<file path="src/rtl/cdr_tx_serializer.sv">
// Framed NRZ serializer for a CDR link: alternating preamble, 8'hD5 sync word,
// then either handshaked payload bytes (MSB first) or a PRBS7 stream.
module cdr_tx_serializer (
    input  logic       clk,
    input  logic       rst,
    input  logic [7:0] bit_div,
    input  logic       start,
    input  logic       prbs_en,
    input  logic [7:0] in_data,
    input  logic       in_valid,
    output logic       in_ready,
    output logic       tx_out,
    output logic       tx_active
);

    typedef enum logic [2:0] {IDLE, PREAMBLE, SYNC, DATA, PRBS} state_t;

    state_t     state_q, state_d;
    logic [7:0] timer_q, timer_d;
    logic [7:0] div_q, div_d;
    logic [7:0] shift_q, shift_d;
    logic [3:0] idx_q, idx_d;
    logic [6:0] lfsr_q, lfsr_d;
    logic       prbs_q, prbs_d;
    logic       tx_d, active_d;
    logic       strobe;

    assign strobe   = (state_q != IDLE) && (timer_q == div_q);
    assign in_ready = strobe && !prbs_q && (idx_q == 4'd7) &&
                      ((state_q == SYNC) || (state_q == DATA));

    always_ff @(posedge clk) begin
        if (rst) begin
            state_q   <= IDLE;
            timer_q   <= 8'd0;
            div_q     <= 8'd0;
            shift_q   <= 8'd0;
            idx_q     <= 4'd0;
            lfsr_q    <= 7'h7F;
            prbs_q    <= 1'b0;
            tx_out    <= 1'b0;
            tx_active <= 1'b0;
        end else begin
            state_q   <= state_d;
            timer_q   <= timer_d;
            div_q     <= div_d;
            shift_q   <= shift_d;
            idx_q     <= idx_d;
            lfsr_q    <= lfsr_d;
            prbs_q    <= prbs_d;
            tx_out    <= tx_d;
            tx_active <= active_d;
        end
    end

    // Every transition away from the current bit happens on the strobe, so
    // tx_out always changes exactly at a bit boundary.
    always_comb begin
        state_d  = state_q;
        timer_d  = timer_q;
        div_d    = div_q;
        shift_d  = shift_q;
        idx_d    = idx_q;
        lfsr_d   = lfsr_q;
        prbs_d   = prbs_q;
        tx_d     = tx_out;
        active_d = tx_active;

        if (state_q != IDLE) begin
            timer_d = strobe ? 8'd0 : timer_q + 8'd1;
        end

        case (state_q)
            IDLE: begin
                if (start) begin
                    state_d  = PREAMBLE;
                    div_d    = bit_div;
                    prbs_d   = prbs_en;
                    timer_d  = 8'd0;
                    idx_d    = 4'd0;
                    lfsr_d   = 7'h7F;
                    tx_d     = 1'b1;
                    active_d = 1'b1;
                end
            end
            PREAMBLE: begin
                if (strobe) begin
                    if (idx_q == 4'd15) begin
                        state_d = SYNC;
                        idx_d   = 4'd0;
                        shift_d = 8'hD5;
                        tx_d    = 1'b1;
                    end else begin
                        idx_d = idx_q + 4'd1;
                        tx_d  = idx_q[0];
                    end
                end
            end
            SYNC, DATA: begin
                if (strobe) begin
                    if (idx_q != 4'd7) begin
                        idx_d   = idx_q + 4'd1;
                        shift_d = {shift_q[6:0], 1'b0};
                        tx_d    = shift_q[6];
                    end else if (prbs_q) begin
                        state_d = PRBS;
                        idx_d   = 4'd0;
                        tx_d    = lfsr_q[6];
                    end else if (in_valid) begin
                        state_d = DATA;
                        idx_d   = 4'd0;
                        shift_d = in_data;
                        tx_d    = in_data[7];
                    end else begin
                        state_d  = IDLE;
                        idx_d    = 4'd0;
                        tx_d     = 1'b0;
                        active_d = 1'b0;
                    end
                end
            end
            PRBS: begin
                // The bit leaving the LFSR next is bit 5 of the current state.
                if (strobe) begin
                    if (!start) begin
                        state_d  = IDLE;
                        tx_d     = 1'b0;
                        active_d = 1'b0;
                    end else begin
                        lfsr_d = {lfsr_q[5:0], lfsr_q[6] ^ lfsr_q[5]};
                        tx_d   = lfsr_q[5];
                    end
                end
            end
            default: begin
                state_d = IDLE;
            end
        endcase
    end

endmodule

</file>
<file path="config.mk">
export PLATFORM = sky130hd
export DESIGN_NAME = cdr_tx_serializer
export DESIGN_NICKNAME = d
export VERILOG_FILES = /design/src/rtl/cdr_tx_serializer.sv
export SDC_FILE = /design/constraint.sdc
export NUM_CORES = 1
export LEC_CHECK = 0
export BUFFER_PORTS_ARGS = -buffer_cell sky130_fd_sc_hd__buf_4
export CAP_MARGIN = 0
export CORE_MARGIN = 2
export CORE_UTILIZATION = 50
export DETAILED_ROUTE_END_ITERATION = 10
export PLACE_DENSITY = 0.7
export SYNTH_ARGS = -nofsm -noshare
export SYNTH_HDL_FRONTEND = slang
export SYNTH_SLANG_ARGS = --single-unit
</file>
<file path="constraint.sdc">
create_clock -name clk -period 2.41 [get_ports clk]
set_input_delay 0.3615 -clock clk [delete_from_list [all_inputs] [get_ports clk]]
set_output_delay 0.3615 -clock clk [all_outputs]
set_load 0.02 [all_outputs]
</file>
==> out/results.txt, run 1 <==
area of the core: 0.00409 mm^2
drt initial violations: 169
detailed-routing iteration count for the pre-antenna-repair pass: 4
number of storage elements in the synthesis netlist: 40
global route overflow: 0
Critical Path AT: 1.91 ns
global-route wire length before repair: 8710 um
Max Clock Skew: 0.00297 ns
Hold Path Class: in -> reg
Critical Path Start: timer_q[4]$_SDFF_PP0_
Main synth FF type: sky130_fd_sc_hd__dfxtp_1
number of H-tree branching levels: 2
initial antenna violation count: 0
element type at the critical path end: primary output
remaining routing DRC violations: 0
Mapped Avg Cell Area: 8.52 um^2
share of flip-flops with an asynchronous set or reset: 0%
vias: 1947
final setup violation count: 0
total track usage: 21.8%
wire length per cell after detailed routing: 15.4 um
slew at the pin closest to its max-slew limit: 0.561 ns
launch instance of the worst register-to-register path: state_q[1]$_SDFFE_PP0P_
most area-hungry cell type in the Yosys netlist: sky130_fd_sc_hd__dfxtp_1
worst supply voltage drop on vdd: 0.568 mV
Filler cells: 382
Horiz. Die Dim: 69.6 um
pwr dens: 950 mW/mm^2
internal power: 1.39 mW
cell count after synthesis: 253
static leakage: 0.873 nW
floorplan row count: 23
EDFF count, synth: 0
TritonCTS clock tree: yes
clock edge transition at the registers on the reported setup and hold paths: 0.08 ns
final clock period utilization by the worst path: 94.1%
count of yosys warnings during synthesis: 0
wirelength, routed: 5020 um
count of buffer and inverter cells on the critical path: 1
relative contribution of the clock network to total power: 23.3%
source of the worst hold timing path: bit_div[6]
Hold-fix buffers, CTS: 0
synth top area cells: sky130_fd_sc_hd__dfxtp_1, sky130_fd_sc_hd__a21oi_1, sky130_fd_sc_hd__nand2_1, sky130_fd_sc_hd__mux2i_1, sky130_fd_sc_hd__xnor2_1
worst skew pair latency: 0.29 ns
post-detail-place hpwl: 3550 um
Slew Limit Headroom: 62.6%
crit path max fanout: 5
height of the chip: 69.6 um
number of nets in the layout: 298
peak-usage layer in the global routing report: met2
number of standard cells in the layout, taps in and fillers out: 326
number of global-route vias before repair: 1804
worst hold slack after final layout: 0.311 ns
max-slew violations: 0
met1 layer usage reported by global route: 32.3%
Critical Path Start Type: flop
antenna violation net count after detailed routing: 0
Worst Setup Path Type: reg -> out
final antenna diode count: 0
Yosys cell types: 52
initial cell density of the core: 52.7%
Num CTS Buffers: 5
Comb power frac: 41.8%
fraction of final layout cells sized beyond drive strength 1: 17.4%
cells traversed along the worst timing path: xnor2_2 -> and4_1 -> nand2_1 -> nor4_1 -> buf_4
global-route track usage on met2: 32.6%
highest achievable clock rate: 441 MHz
Post-Synthesis Net Count: 276
synthesis-to-layout area growth: 15.0%
reported net switching power: 0.960 mW
CP peak stage delay: 0.46 ns
input/output buffers: 23
Largest delay share family, worst path: simple AND/OR/NAND/NOR gates
post-synth design cell area: 0.00215 mm^2
setup repair after global routing missed its margin: false
deepest clock path buffer count: 2
clock root buffer: sky130_fd_sc_hd__clkbuf_8
maximum capacitance violations: 0
cell type of the slowest stage on the worst timing path: sky130_fd_sc_hd__dfxtp_1
Setup Buffers After CTS: 0
top-area cell type share of the netlist area: 37.2%
final hold violation count: 0
final sum of negative setup slack: 0 ns
Final Critical Period: 2.27 ns
sinks on the clock net: 40
global routing met3 resource utilization: 3.05%
switching part of the total: 40.8%
top-level port count: 24
largest net degree at the start of global routing: 39
cell count after placement: 318
run status: complete, no violations
Worst Path Required: 2.05 ns
vias per inst: 5.97
Final Wtd Congestion: 0.887
sequential area share after synthesis: 37.2%
die area: 0.00485 mm^2
Sequential Power Share: 34.8%
cells resized by post-CTS repair: 0
final cells by class:
class | instances | area, um^2 | area share, %
multi-input combinational | 194 | 1260 | 50.8
sequential | 40 | 801 | 32.3
timing repair buffer | 31 | 233 | 9.39
clock buffer | 5 | 68.8 | 2.78
tap | 50 | 62.6 | 2.52
clock inverter | 3 | 42.5 | 1.72
inverter | 3 | 11.3 | 0.454
state kept, by name (all words and copies together) (netlist names):
signal     cells
lfsr_q         7
timer_q        8
state_q        3
tx_active      1
tx_out         1
div_q          8
prbs_q         1
shift_q        7
idx_q          4
Yosys cell counts (all sizes together) (2+ instances only):
cell type	number
a311oi	4
nand2b	4
a21oi	27
o311ai	2
ha	2
nand4	3
a211oi	2
nand3b	3
or2	2
xor2	2
a2111oi	5
a31oi	6
and4	3
clkbuf	7
nor2	15
and3	5
nor2b	5
nor3b	5
dfxtp	40
nor4	2
o311a	3
buf	9
xnor2	10
inv	3
nand3	8
nand4b	2
o21ai	8
mux2i	7
o22ai	4
o41ai	2
nand2	33
nor3	10
worst paths after layout:
kind | end | slack (ns) | cells past startpoint
hold reg to reg | div_q[3]$_SDFFE_PP0P_ | 0.47 | 2
setup reg to reg | timer_q[7]$_SDFF_PP0_ | 0.41 | 5
hold / removal | div_q[6]$_SDFFE_PP0P_ | 0.31 | 3
setup / recovery | in_ready | 0.14 | 5
worst min-delay path, stage by stage:
cell	delay, ns
sky130_fd_sc_hd__buf_4	0.11
sky130_fd_sc_hd__nand2_1	0.04
sky130_fd_sc_hd__a21oi_1	0.05
power groups by stage:
stage | combinational (mW) | sequential (mW) | clock, mW
6_report | 0.985 | 0.820 | 0.549
2_1_floorplan | 0.712 | 0.818 | 0
3_5_place_dp | 0.976 | 0.832 | 0
4_1_cts | 0.981 | 0.817 | 0.563
5_1_grt | 1.08 | 0.832 | 0.589
3_3_place_gp | 0.972 | 0.830 | 0
layout by cell type, fill, tap and decap left out, types with 3 or more instances in the layout:
master / instances
sky130_fd_sc_hd__inv_1: 3
sky130_fd_sc_hd__nand2_1: 33
sky130_fd_sc_hd__nor2_1: 14
sky130_fd_sc_hd__nor2b_1: 5
sky130_fd_sc_hd__o311a_1: 3
sky130_fd_sc_hd__a2111oi_0: 3
sky130_fd_sc_hd__nor3_1: 10
sky130_fd_sc_hd__and3_1: 5
sky130_fd_sc_hd__o22ai_1: 4
sky130_fd_sc_hd__clkbuf_8: 5
sky130_fd_sc_hd__a31oi_1: 6
sky130_fd_sc_hd__and4_1: 3
sky130_fd_sc_hd__a311oi_1: 4
sky130_fd_sc_hd__a21oi_1: 27
sky130_fd_sc_hd__nand2b_1: 4
sky130_fd_sc_hd__nand3_1: 8
sky130_fd_sc_hd__mux2i_1: 7
sky130_fd_sc_hd__nand3b_1: 3
sky130_fd_sc_hd__dfxtp_1: 40
sky130_fd_sc_hd__nor3b_1: 5
sky130_fd_sc_hd__o21ai_0: 7
sky130_fd_sc_hd__buf_4: 31
sky130_fd_sc_hd__xnor2_1: 8
cell families (layout without fill, tap and decap cells):
group	after synthesis	count (layout)	share of synthesized area, %
muxes	7	7	3.25
DFF	40	40	37.2
xor gates and xnor gates	12	12	5.58
adders and majority gates	2	2	1.16
buffers and inverters	19	42	4.36
AOI/OAI and AO/OA	70	70	23.3
and+or+nand+nor	103	103	25.2
routing by layer:
layer / up-vias / share of wire (%)
met5: - / 0
met4: 0 / 1.0
met3: 5 / 5.0
met2: 51 / 44
met1: 909 / 50
li1: 982 / -
stage by stage:
step / utilization (%) / power [mW] / setup slack [ns] / instance area, um^2
after global placement: 57.9 / 1.80 / 0.471 / 2370
after detailed placement: 57.9 / 1.81 / 0.433 / 2370
after CTS: 60.7 / 2.36 / 0.162 / 2480
final: 60.7 / 2.35 / 0.141 / 2480
after global routing: 60.7 / 2.50 / 0.0250 / 2480
after floorplan: - / 1.53 / 0.367 / 2150
Power figures use the tool's default switching activity.
==> run 2, diff against run 1 <==
--- a/config.mk
+++ b/config.mk
@@ -11,6 +11,7 @@
 export CORE_UTILIZATION = 50
 export DETAILED_ROUTE_END_ITERATION = 10
 export PLACE_DENSITY = 0.7
+export RECOVER_POWER = 25
 export SYNTH_ARGS = -nofsm -noshare
 export SYNTH_HDL_FRONTEND = slang
 export SYNTH_SLANG_ARGS = --single-unit
==> out/results.txt, run 2 (synthesis results as in run 1) <==
element type at the critical path end: primary output
worst skew pair latency: 0.29 ns
setup repair after global routing missed its margin: false
fraction of final layout cells sized beyond drive strength 1: 15.2%
top-level port count: 24
static leakage: 0.854 nW
Critical Path Start Type: flop
maximum capacitance violations: 0
R2R Setup Slk: 0.31 ns
initial cell density of the core: 52.7%
Num CTS Buffers: 5
Max Clock Skew: 0.00360 ns
die area: 0.00485 mm^2
Worst Path Required: 2.05 ns
floorplan row count: 23
deepest clock path buffer count: 2
height of the chip: 69.6 um
sinks on the clock net: 40
initial antenna violation count: 0
cell type of the slowest stage on the worst timing path: sky130_fd_sc_hd__dfxtp_1
run status: complete, no violations
clock root buffer: sky130_fd_sc_hd__clkbuf_8
Final Wtd Congestion: 0.887
final setup violation count: 0
drt initial violations: 203
CP peak stage delay: 0.45 ns
post-detail-place hpwl: 3550 um
clock edge transition at the registers on the reported setup and hold paths: 0.08 ns
number of global-route vias before repair: 1804
Critical Path AT: 1.91 ns
count of buffer and inverter cells on the critical path: 1
total track usage: 21.8%
cells traversed along the worst timing path: xnor2_2 -> and4_1 -> nand2_1 -> nor4_1 -> buf_4
top library cells by usage in the layout, fill and taps aside: sky130_fd_sc_hd__dfxtp_1, sky130_fd_sc_hd__nand2_1, sky130_fd_sc_hd__a21oi_1
cells resized by post-CTS repair: 0
Largest delay share family, worst path: simple AND/OR/NAND/NOR gates
Setup Buffers After CTS: 0
Hold-fix buffers, CTS: 0
crit path max fanout: 5
final clock period utilization by the worst path: 94.1%
input/output buffers: 23
pwr dens: 939 mW/mm^2
number of nets in the layout: 298
Final Critical Period: 2.27 ns
Hold Path Class: in -> reg
worst supply voltage drop on vdd: 0.554 mV
final antenna diode count: 0
remaining routing DRC violations: 0
wire length per cell after detailed routing: 15.5 um
vias: 1949
detailed-routing iteration count for the pre-antenna-repair pass: 4
final sum of negative setup slack: 0 ns
worst hold slack after final layout: 0.313 ns
slew at the pin closest to its max-slew limit: 0.554 ns
largest net degree at the start of global routing: 39
commonest non-fill, non-tap cell in the layout: sky130_fd_sc_hd__dfxtp_1
highest achievable clock rate: 441 MHz
TritonCTS clock tree: yes
max-slew violations: 0
Filler cells: 388
final hold violation count: 0
global route overflow: 0
Largest regs: div_q x8, timer_q x8
number of H-tree branching levels: 2
global-route wire length before repair: 8710 um
Horiz. Die Dim: 69.6 um
antenna violation net count after detailed routing: 0
synthesis-to-layout area growth: 14.1%
vias per inst: 5.98
Slew Limit Headroom: 63.1%
area of the core: 0.00409 mm^2
Worst Setup Path Type: reg -> out
wirelength, routed: 5040 um
## run 2: cell count changes in the layout (fill, tap and decap cells not counted)
cell,change
sky130_fd_sc_hd__buf_4,-5
sky130_fd_sc_hd__clkbuf_1,+5
sky130_fd_sc_hd__nor2_1,+1
sky130_fd_sc_hd__nor2_2,-1
## run 2: area by class of cell
class	instances	area (um^2)	area share, %
Clock inverter	3	42.5	1.73
Clock buffer	5	68.8	2.80
Timing Repair Buffer	31	214	8.71
Multi-Input combinational cell	194	1260	51.2
Tap cell	50	62.6	2.55
Sequential cell	40	801	32.6
Inverter	3	11.3	0.458
## run 2: report_power, final
| group | leakage [nW] | internal, mW | switching [mW] | total (mW) |
|---|---|---|---|---|
| clock | 0.0541 | 0.306 | 0.238 | 0.544 |
| sequential | 0.325 | 0.739 | 0.0801 | 0.819 |
| combinational | 0.475 | 0.310 | 0.635 | 0.945 |
| total | 0.854 | 1.36 | 0.953 | 2.31 |
## run 2: metal layers
layer  wire length [um]  vias to the layer above  global-route usage [%]
met3                259                        6                    3.05
met4                 57                        0                    7.05
met2               2210                       61                    32.6
met1               2510                      899                    32.3
li1                   -                      983                       -
met5                  0                        -                       0
## run 2: path summary, 6_finish.rpt
check                             start                 endpoint  cells after the start
setup reg to reg  timer_q[3]$_SDFF_PP0_  state_q[0]$_SDFFE_PP0P_                      6
setup / recovery  timer_q[4]$_SDFF_PP0_                 in_ready                      5
hold / removal               bit_div[6]    div_q[6]$_SDFFE_PP0P_                      3
hold reg to reg   div_q[3]$_SDFFE_PP0P_    div_q[3]$_SDFFE_PP0P_                      2
## run 2: tightest hold or removal path, stage by stage
cell and delay, ns:
sky130_fd_sc_hd__buf_4 0.11, sky130_fd_sc_hd__nand2_1 0.04, sky130_fd_sc_hd__a21oi_1 0.05
## run 2: metrics by stage
stage | instances | power (mW) | utilization, % | setup slack, ns | area (um^2)
6_report | 326 | 2.31 | 60.1 | 0.141 | 2460
5_1_grt | 326 | 2.46 | 60.1 | 0.0283 | 2460
4_1_cts | 326 | 2.36 | 60.7 | 0.162 | 2480
3_5_place_dp | 318 | 1.81 | 57.9 | 0.433 | 2370
3_3_place_gp | 318 | 1.80 | 57.9 | 0.471 | 2370
2_1_floorplan | 253 | 1.53 | - | 0.367 | 2150
